[src/rtl/pipeline_hazard_ctrl_if.sv]
// pipeline_hazard_ctrl_if: ID/EX hazard inputs and pipeline control outputs of the hazard controller
interface pipeline_hazard_ctrl_if #(parameter int CNT_W = 16);
  logic [4:0] idRs;
  logic [4:0] idRt;
  logic idUsesRt;
  logic idReadsHiLo;
  logic mdStart;
  logic exMemRead;
  logic [4:0] exRt;
  logic branchTaken;
  logic pcWrite;
  logic ifIdWrite;
  logic ifIdFlush;
  logic idExFlush;
  logic mdBusy;
  logic [CNT_W-1:0] stallCycles;
  modport master (
    output idRs, idRt, idUsesRt, idReadsHiLo, mdStart, exMemRead, exRt, branchTaken,
    input pcWrite, ifIdWrite, ifIdFlush, idExFlush, mdBusy, stallCycles
  );
  modport slave (
    input idRs, idRt, idUsesRt, idReadsHiLo, mdStart, exMemRead, exRt, branchTaken,
    output pcWrite, ifIdWrite, ifIdFlush, idExFlush, mdBusy, stallCycles
  );
endinterface

[src/rtl/pipeline_hazard_ctrl.sv]
// pipeline_hazard_ctrl: load-use, branch-flush and MDU structural hazard control for a 5-stage MIPS pipeline
module pipeline_hazard_ctrl #(
  parameter int MD_LATENCY = 32,
  parameter int CNT_W = 16
) (
  input logic clock,
  input logic reset,
  pipeline_hazard_ctrl_if.slave bus
);
  typedef enum logic {RUN, MD_BUSY} state_t;
  localparam logic [7:0] LAT_M1 = 8'(MD_LATENCY - 1);
  state_t r_state, w_state_nxt;
  logic [7:0] r_md_count, w_md_count_nxt;
  logic [CNT_W-1:0] r_stall_cycles;
  logic w_load_use, w_md_haz, w_stall, w_md_accept;
  assign w_load_use = bus.exMemRead && bus.exRt != 5'd0 &&
                      (bus.exRt == bus.idRs || (bus.idUsesRt && bus.exRt == bus.idRt));
  assign w_md_haz = r_state == MD_BUSY && (bus.idReadsHiLo || bus.mdStart);
  assign w_stall = w_load_use || w_md_haz;
  // a flushed or stalled ID instruction never starts the MDU
  assign w_md_accept = bus.mdStart && !bus.branchTaken && !w_stall;
  // FSM state and MDU occupancy counter
  always_ff @(posedge clock) begin
    if (reset) begin
      r_state <= RUN;
      r_md_count <= '0;
    end else begin
      r_state <= w_state_nxt;
      r_md_count <= w_md_count_nxt;
    end
  end
  // next state: busy exactly MD_LATENCY cycles; branches never cancel an older mult/div
  always_comb begin
    w_state_nxt = r_state;
    w_md_count_nxt = r_md_count;
    if (r_state == RUN) begin
      w_state_nxt = w_md_accept ? MD_BUSY : RUN;
      w_md_count_nxt = w_md_accept ? LAT_M1 : r_md_count;
    end else begin
      w_state_nxt = r_md_count == 8'd0 ? RUN : MD_BUSY;
      w_md_count_nxt = r_md_count == 8'd0 ? r_md_count : r_md_count - 8'd1;
    end
  end
  // saturating stall counter; flushed cycles are not stalls
  always_ff @(posedge clock) begin
    if (reset)
      r_stall_cycles <= '0;
    else if (!bus.branchTaken && w_stall && !(&r_stall_cycles))
      r_stall_cycles <= r_stall_cycles + 1'b1;
  end
  assign bus.pcWrite = !reset && (bus.branchTaken || !w_stall);
  assign bus.ifIdWrite = !reset && (bus.branchTaken || !w_stall);
  assign bus.ifIdFlush = reset || bus.branchTaken;
  assign bus.idExFlush = reset || bus.branchTaken || w_stall;
  assign bus.mdBusy = !reset && r_state == MD_BUSY;
  assign bus.stallCycles = r_stall_cycles;
endmodule

[src/flat_wrapper.sv]
// flat-port wrapper written by rule: the top's interface ports become plain ports
module pipeline_hazard_ctrl_flat 
#(
  parameter int MD_LATENCY = 32,
  parameter int CNT_W = 16
)
  (clock, reset, bus_idRs, bus_idRt, bus_idUsesRt, bus_idReadsHiLo, bus_mdStart, bus_exMemRead, bus_exRt, bus_branchTaken, bus_pcWrite, bus_ifIdWrite, bus_ifIdFlush, bus_idExFlush, bus_mdBusy, bus_stallCycles);
  pipeline_hazard_ctrl_if #(.CNT_W(CNT_W)) bus_i ();
  input logic clock;
  input logic reset;
  input wire logic [$bits(bus_i.idRs)-1:0] bus_idRs;
  input wire logic [$bits(bus_i.idRt)-1:0] bus_idRt;
  input wire logic [$bits(bus_i.idUsesRt)-1:0] bus_idUsesRt;
  input wire logic [$bits(bus_i.idReadsHiLo)-1:0] bus_idReadsHiLo;
  input wire logic [$bits(bus_i.mdStart)-1:0] bus_mdStart;
  input wire logic [$bits(bus_i.exMemRead)-1:0] bus_exMemRead;
  input wire logic [$bits(bus_i.exRt)-1:0] bus_exRt;
  input wire logic [$bits(bus_i.branchTaken)-1:0] bus_branchTaken;
  output wire logic [$bits(bus_i.pcWrite)-1:0] bus_pcWrite;
  output wire logic [$bits(bus_i.ifIdWrite)-1:0] bus_ifIdWrite;
  output wire logic [$bits(bus_i.ifIdFlush)-1:0] bus_ifIdFlush;
  output wire logic [$bits(bus_i.idExFlush)-1:0] bus_idExFlush;
  output wire logic [$bits(bus_i.mdBusy)-1:0] bus_mdBusy;
  output wire logic [$bits(bus_i.stallCycles)-1:0] bus_stallCycles;
  assign bus_i.idRs = bus_idRs;
  assign bus_i.idRt = bus_idRt;
  assign bus_i.idUsesRt = bus_idUsesRt;
  assign bus_i.idReadsHiLo = bus_idReadsHiLo;
  assign bus_i.mdStart = bus_mdStart;
  assign bus_i.exMemRead = bus_exMemRead;
  assign bus_i.exRt = bus_exRt;
  assign bus_i.branchTaken = bus_branchTaken;
  assign bus_pcWrite = bus_i.pcWrite;
  assign bus_ifIdWrite = bus_i.ifIdWrite;
  assign bus_ifIdFlush = bus_i.ifIdFlush;
  assign bus_idExFlush = bus_i.idExFlush;
  assign bus_mdBusy = bus_i.mdBusy;
  assign bus_stallCycles = bus_i.stallCycles;
  pipeline_hazard_ctrl #(.MD_LATENCY(MD_LATENCY), .CNT_W(CNT_W)) u_core (.clock(clock), .reset(reset), .bus(bus_i));
endmodule
[config.mk]
export PLATFORM = sky130hd
export DESIGN_NAME = pipeline_hazard_ctrl_flat
export DESIGN_NICKNAME = d
export VERILOG_FILES = /design/src/rtl/pipeline_hazard_ctrl_if.sv /design/src/rtl/pipeline_hazard_ctrl.sv /design/src/flat_wrapper.sv
export SDC_FILE = /design/constraint.sdc
export NUM_CORES = 1
export LEC_CHECK = 0
export CAP_MARGIN = 30
export CORE_ASPECT_RATIO = 0.9
export CORE_UTILIZATION = 30
export CTS_BUF_LIST = sky130_fd_sc_hd__clkbuf_8
export DETAILED_ROUTE_END_ITERATION = 8
export DONT_BUFFER_PORTS = 1
export GPL_ROUTABILITY_DRIVEN = 0
export SLEW_MARGIN = 0
export SYNTH_ARGS = -nofsm -noshare
export SYNTH_HDL_FRONTEND = slang
export SYNTH_SLANG_ARGS = --single-unit
[constraint.sdc]
create_clock -name clock -period 4.3 [get_ports clock]
set_input_delay 0.86 -clock clock [delete_from_list [all_inputs] [get_ports clock]]
set_output_delay 0.86 -clock clock [all_outputs]
set_load 0.01 [all_outputs]
==> results.yml, run 1 <==
clock_network:
  cts_hold_buf: 0
  clock_latency_ps: 270
  numClockSinks: 25
  cts_setup_buffers: 0
  cts_resized: 0
  path_clk_slew_ps: 90
  numCtsBuffers: 3
  cts_tree: "built"
  cts_buffer_depth: 2
  cts-root-buf: "clkbuf_8"
  cts_max_level: 1
placed_design:
  dpl.cell_count: 242
  hpwlAfterDp_um: 2460
  port_buffers: 0
synth:
  syn-cell-area_mm2: 0.00149
  postSynthCellCount: 188
  synth_warnings: 0
  yosys-top-cells-area: "dfxtp_1 34%, a21oi_1 6.0%, or4_1 5.5%"
  synth_top_area_cell: "dfxtp_1"
  ys_seq_area_share_pct: 33.5
  synth.ff_latch_count: 25
  synthesis.nets: 213
  synth.top_cell.area_share_pct: 33.5
  synth.avg_cell_area_um2: 7.94
  synth_cell_types: 37
routing:
  wl_um: 3480
  drc: 0
  dr.pass1.iters: 4
  num_vias: 1376
  ant_nets: 0
  drtIter0Drc: 54
  routed_via_density: 5.59
  detail_route.wl_per_cell_um: 14.1
run:
  maxCapViolCount: 0
floorplan:
  rows: 23
  initial_utilization_pct: 32.4
  die-area_mm2: 0.00526
  dieWidth_um: 76.4
  dieHeight_um: 68.9
  design.core.area_mm2: 0.00460
  pin_count: 43
timing:
  worstMarginPinSlew_ps: 585
  slew_viol_final: 0
  clock.fmax_mhz: 307
  slew_headroom_pct: 60.6
  clock_skew_ps: 2.00
  rsz0062_at_grt: "no"
  hold_violations: 0
  setup_tns_ps: 0
  period_needed_ps: 3260
  setup_viol: 0
  fin_crit_sh_pct: 75.8
worst_setup_path:
  critPathKind: "input pin to output port"
  max_stage_delay_ps: 510
  arrival_ps: 2400
  cp.required_ps: 3440
  path_buf_inv: 0
  cpMaxStageDelayCell: "or4_1"
  crit_family: "simple AND/OR/NAND/NOR gates"
  cp_common_cell: "nor2_1"
  critical_path.max_fanout: 9
  cp-end-kind: "output port"
  startpoint_type: "input pin"
  path_cells: "or4_1 -> o21ai_0 -> o21a_1 -> nor2_1 -> nor2_1"
pwr:
  total_power_mw: 0.479
  power_switching_mw: 0.140
  p_leak_nw: 0.499
  clkPwrFrac_pct: 30.2
  swShare_pct: 29.2
  p_per_area_mw_per_mm2: 302
  power_frac_seq_pct: 53.0
  comb_power_share_pct: 16.8
  internal-power_mw: 0.339
  ir_drop_mv: 0.169
global_routing:
  grt_pass1_vias: 1197
  grt_pass1_wl_um: 5600
  grt_max_degree: 33
  antenna_found_initial: 0
  grt_overflow: 0
  grtUsageTotal_pct: 13.3
finish:
  num-nets-final: 210
  diodes: 0
  drive_gt1_share_pct: 7.61
  area_delta_synth_final_pct: 6.29
  fin_cells: 246
min_path:
  min-delay-path-class: "flop to flop"
outcome:
  status: "complete, no violations"
[cells by family (layout without fill, tap and decap cells)]
kind of cell | after synthesis | count (layout) | share of synthesized area, %
adder cells (fa/ha/maj) | 3 | 3 | 2.51
XOR/XNOR | 11 | 11 | 6.45
buffers and inverters | 17 | 13 | 4.78
multiplexers | 4 | 4 | 3.02
AND/OR/NAND/NOR | 80 | 80 | 29.4
flip-flops | 25 | 25 | 33.5
AO/OA/AOI/OAI | 48 | 48 | 20.3
[cell type report]
class,instances,area (um^2)
clock buffers,3,41.3
clock inverters,1,5.00
fillers,496,3020
inverters,7,26.3
multi-input cells,146,921
flip-flops and latches,25,500
well taps,62,77.6
repair buffers,2,15.0
[cells in the mapped netlist, drive strengths merged]
cell,n
dfxtp,25
nand3,10
a31oi,4
o41ai,1
nor4b,1
a311o,1
xor2,9
clkbuf,7
a211oi,3
nor3,6
ha,3
xnor2,2
nor2b,7
or3b,1
or4,12
o31ai,9
o21ai,5
a32oi,1
and4,1
buf,3
o211ai,2
nor2,16
nor3b,1
a21oi,18
nor4,5
inv,7
and3,2
or3,3
o21a,4
nand4,3
mux2,4
nand2,12
[path summary, 6_finish.rpt]
kind | from | to | slack, ps | depth (start not counted)
worst min register to register | u_core.r_md_count[5] | u_core.r_md_count[5] | 530 | 2
worst min-delay path | u_core.r_md_count[5] | u_core.r_md_count[5] | 530 | 2
worst max register to register | u_core.bus.stallCycles[3] | u_core.bus.stallCycles[15] | 2050 | 6
worst max-delay path | bus_exRt[0] | bus_ifIdWrite | 1040 | 5
[routing by layer]
layer	routed length [um]	track usage, %	share of wire (%)	vias to the layer above
met4	36	2.88	1.0	0
met1	1680	15.9	48	629
met2	1510	23.5	43	46
met5	0	0	0	-
li1	-	-	-	697
met3	258	4.34	7.4	4
[cells in the final DEF (no fill, tap or decap), types with 4 or more instances in the layout]
master	synthesis	routed
or4_1	11	11
nor3_1	6	6
nor2_1	16	16
a21oi_1	18	18
nand2_1	11	11
nand3_1	10	10
dfxtp_1	25	25
mux2_2	4	4
o31ai_1	9	9
o21ai_0	5	5
o21a_1	4	4
inv_1	7	7
nor2b_1	7	7
nor4_1	5	5
xor2_1	9	9
a31oi_1	4	4
[per-stage QoR]
step / hold slack (ps) / setup WS (ps) / util, % / cell area (um^2)
final: 525 / 1040 / 34.5 / 1590
after global routing: 581 / 871 / 34.5 / 1590
after floorplan: 482 / 932 / - / 1490
after detailed placement: 513 / 1060 / 33.5 / 1540
after global placement: 496 / 1060 / 33.5 / 1540
after CTS: 527 / 1050 / 34.5 / 1590
[worst min-delay path, stage by stage, from the launching register on]
cell and delay (ps):
dfxtp_1 360, nand3_1 80, a21oi_1 50
[sequential cells by signal, summed over array words and instances, names as in the netlist]
name / cells
u_core.r_md_count: 8
u_core.bus.stallCycles: 16
u_core.r_state: 1
[power groups by stage]
stage / registers (mW) / logic [mW] / clock network, mW
final: 0.254 / 0.0804 / 0.145
after global routing: 0.255 / 0.0915 / 0.160
after CTS: 0.254 / 0.0808 / 0.152
after detailed placement: 0.259 / 0.0802 / 0
after global placement: 0.259 / 0.0791 / 0
after floorplan: 0.255 / 0.0735 / 0
Note: power is estimated with default switching activity, not from simulation.
==> inputs of run 2 (changes only) <==
Clock period 4.3 ns to 3 ns, I/O delays scaled along.
==> results.yml, run 2 (synthesized netlist as in run 1, its figures left out) <==
worst_setup_path:
  critPathKind: "input pin to output port"
  arrival_ps: 1920
  cp.required_ps: 2400
  startpoint_type: "input pin"
  critical_path.max_fanout: 3
  cp-end-kind: "output port"
outcome:
  status: "complete, no violations"
routing:
  ant_nets: 0
  dr.pass1.iters: 4
  num_vias: 1355
  drc: 0
  detail_route.wl_per_cell_um: 13.3
  wl_um: 3290
  drtIter0Drc: 126
  routed_via_density: 5.49
floorplan:
  die-area_mm2: 0.00526
  initial_utilization_pct: 32.4
  design.core.area_mm2: 0.00460
  dieHeight_um: 68.9
  dieWidth_um: 76.4
  pin_count: 43
  rows: 23
clock_network:
  numClockSinks: 25
  cts_tree: "built"
  cts_resized: 0
  cts_setup_buffers: 0
  clock_latency_ps: 270
  cts-root-buf: "clkbuf_8"
  cts_hold_buf: 0
  path_clk_slew_ps: 90
  cts_buffer_depth: 2
  cts_max_level: 1
  numCtsBuffers: 3
finish:
  final_common_cell: "dfxtp_1"
  largest_reg_flops: 16
  utilization_pct: 34.6
  area_delta_synth_final_pct: 6.79
  diodes: 0
  fillers: 492
  final_area_mm2: 0.00159
  final_cell_mix: "25 x dfxtp_1, 18 x a21oi_1, 16 x nor2_1, 11 x or4_1, 11 x nand2_1"
  num-nets-final: 211
  fin_cells: 247
  drive_gt1_share_pct: 8.11
timing:
  hold_violations: 0
  clock_skew_ps: 2.79
  holdWs_ps: 392
  clock.fmax_mhz: 396
  rsz0062_at_grt: "no"
  fin_crit_sh_pct: 84.1
  worstMarginPinSlew_ps: 579
  fin_ws_ps: 476
  slew_viol_final: 0
  setup_tns_ps: 0
  period_needed_ps: 2520
  setup_viol: 0
  slew_headroom_pct: 61.0
min_path:
  min-delay-path-class: "input pin to flop"
global_routing:
  antenna_found_initial: 0
  grt_pass1_wl_um: 5370
  grt_overflow: 0
  grt_pass1_vias: 1191
  grt_max_degree: 33
  grtUsageTotal_pct: 12.8
placed_design:
  hpwlAfterDp_um: 2400
  dpl.cell_count: 243
  port_buffers: 0
  place_ws_ps: 444
  place_area_mm2: 0.00155
pwr:
  clkPwrFrac_pct: 29.8
  comb_power_share_pct: 17.0
  power_frac_seq_pct: 53.2
  ir_drop_mv: 0.162
  total_power_mw: 0.682
  p_leak_nw: 0.504
  power_switching_mw: 0.196
  swShare_pct: 28.7
  p_per_area_mw_per_mm2: 428
  internal-power_mw: 0.487
run:
  maxCapViolCount: 0
## run 2: cell count changes in the layout (fill, tap and decap cells not counted), sizes merged
cell and delta:
buf +1
## run 2: power by group through the flow
| stage | clock (mW) | sequential (mW) | combinational, mW |
|---|---|---|---|
| after floorplan | 0 | 0.365 | 0.105 |
| after global placement | 0 | 0.371 | 0.114 |
| after detailed placement | 0 | 0.371 | 0.115 |
| after CTS | 0.211 | 0.363 | 0.116 |
| after global routing | 0.225 | 0.367 | 0.132 |
| final | 0.203 | 0.363 | 0.116 |
## run 2: layout make-up
| type | count | area, um^2 | area share, % |
|---|---|---|---|
| Multi-Input combinational cell | 146 | 921 | 57.8 |
| Clock inverter | 1 | 5.00 | 0.314 |
| Timing Repair Buffer | 3 | 22.5 | 1.41 |
| Tap cell | 62 | 77.6 | 4.87 |
| Sequential cell | 25 | 500 | 31.4 |
| Inverter | 7 | 26.3 | 1.65 |
| Clock buffer | 3 | 41.3 | 2.59 |
## run 2: worst max-delay path: stages
cell and delay (ps):
or4_1 500, o21ai_0 250, o21a_1 290, nor2_1 60, nor2_1 80, buf_4 140
## run 2: path summary, 6_finish.rpt
check / from / endpoint / slack [ps] / cells past startpoint
worst max register to register: u_core.bus.stallCycles[3] / u_core.bus.stallCycles[15] / 780 / 6
worst max-delay path: bus_exRt[0] / bus_ifIdWrite / 480 / 6
worst min-delay path: reset / u_core.bus.stallCycles[15] / 390 / 1
worst min register to register: u_core.r_md_count[5] / u_core.r_md_count[5] / 510 / 2
## run 2: metal layers
metal	vias up	wire, um	global-route usage [%]	part of all wire (%)
met5	-	0	0	0
met4	0	0	4.33	0
met3	0	230	3.16	7.0
met2	39	1440	21.3	44
met1	626	1620	16.3	49
li1	690	-	-	-
==> inputs of run 3 (changes only) <==
Clock period 3 ns to 2.5 ns, I/O delays scaled along.
==> results.yml, run 3 (synthesized netlist as in run 1, its figures left out) <==
finish:
  diodes: 0
  area_delta_synth_final_pct: 8.80
  num-nets-final: 213
  largest_reg_flops: 16
  final_area_mm2: 0.00162
  drive_gt1_share_pct: 9.63
  seq_area_um2: 500
  fin_cells: 249
  final_common_cell: "dfxtp_1"
  multi_input_area_um2: 923
  final_cell_mix: "25 x dfxtp_1, 18 x a21oi_1, 15 x nor2_1, 11 x or4_1, 11 x nand2_1"
  fillers: 489
timing:
  clock.fmax_mhz: 437
  fin_ws_ps: 213
  rsz0062_at_grt: "no"
  fin_crit_sh_pct: 91.5
  worstMarginPinSlew_ps: 575
  period_needed_ps: 2290
  hold_violations: 0
  clock_skew_ps: 5.84
  setup_viol: 0
  slew_viol_final: 0
  slew_headroom_pct: 61.4
  setup_tns_ps: 0
placed_design:
  hpwlAfterDp_um: 2500
  place_area_mm2: 0.00158
  dpl.cell_count: 245
  place_ws_ps: 122
  port_buffers: 0
outcome:
  status: "complete, no violations"
routing:
  routed_via_density: 5.64
  dr.pass1.iters: 4
  wl_um: 3480
  drtIter0Drc: 104
  ant_nets: 0
  drc: 0
  num_vias: 1405
  detail_route.wl_per_cell_um: 14.0
pwr:
  total_power_mw: 0.832
  ir_drop_mv: 0.245
  p_leak_nw: 0.521
  p_per_area_mw_per_mm2: 512
min_path:
  min-delay-start: "reset"
  min-delay-path-class: "input pin to flop"
clock_network:
  cts_buffer_depth: 2
  numClockSinks: 25
  cts_tree: "built"
  cts_resized: 0
  cts_hold_buf: 0
  cts_setup_buffers: 0
  cts-root-buf: "clkbuf_8"
  cts_max_level: 1
  path_clk_slew_ps: 100
  clock_latency_ps: 280
  numCtsBuffers: 3
global_routing:
  grt_max_degree: 33
  antenna_found_initial: 0
  grt_overflow: 0
  grt_pass1_vias: 1223
  grtUsageTotal_pct: 14.1
  grt_pass1_wl_um: 5870
floorplan:
  design.core.area_mm2: 0.00460
  initial_utilization_pct: 32.4
  die-area_mm2: 0.00526
  dieHeight_um: 68.9
  dieWidth_um: 76.4
  pin_count: 43
  rows: 23
worst_setup_path:
  cp-end-kind: "output port"
  crit_start: "bus_exRt[0]"
  critical_path.max_fanout: 3
  cp.required_ps: 2000
  r2r_start: "u_core.bus.stallCycles[4]"
  path_cells: "or4_1 -> o21ai_1 -> o21a_1 -> nor2_1 -> nor2_2"
  max_stage_delay_ps: 500
  cpMaxStageDelayCell: "or4_1"
  arrival_ps: 1790
  critPathKind: "input pin to output port"
  startpoint_type: "input pin"
run:
  maxCapViolCount: 0
run 3: power by group:
group | switching [mW] | internal [mW]
combinational | 0.0831 | 0.0622
sequential | 0.0218 | 0.415
clock | 0.138 | 0.112
total | 0.243 | 0.589
run 3: area by class of cell:
type / instances / area share, %
Tap cell: 62 / 4.78
Clock inverter: 1 / 0.308
Clock buffer: 3 / 2.54
Timing Repair Buffer: 5 / 3.08
Inverter: 7 / 1.62
Multi-Input combinational cell: 146 / 56.9
Sequential cell: 25 / 30.8
run 3: worst paths after layout:
path / cells past startpoint / slack [ps] / end
hold / removal: 1 / 280 / u_core.bus.stallCycles[1]
setup reg to reg: 6 / 290 / u_core.bus.stallCycles[15]
hold reg to reg: 2 / 520 / u_core.r_md_count[5]
setup / recovery: 5 / 210 / bus_pcWrite
run 3: metrics by stage:
step           hold slack, ps  utilization, %
2_1_floorplan             482               -
3_3_place_gp              495            34.3
3_5_place_dp              508            34.3
4_1_cts                   275            35.3
5_1_grt                   260            35.3
6_report                  282            35.3
run 3: critical path: cells and delay by family:
family,cells,cell delay (ps)
AO/OA/AOI/OAI,2,410
AND/OR/NAND/NOR,3,870
run 3: metal layers:
layer	global-route usage [%]	wire (um)	part of all wire (%)
met3	5.13	342	9.8
met2	21.3	1420	41
met1	18.7	1680	48
met4	4.33	36	1.0
met5	0	0	0
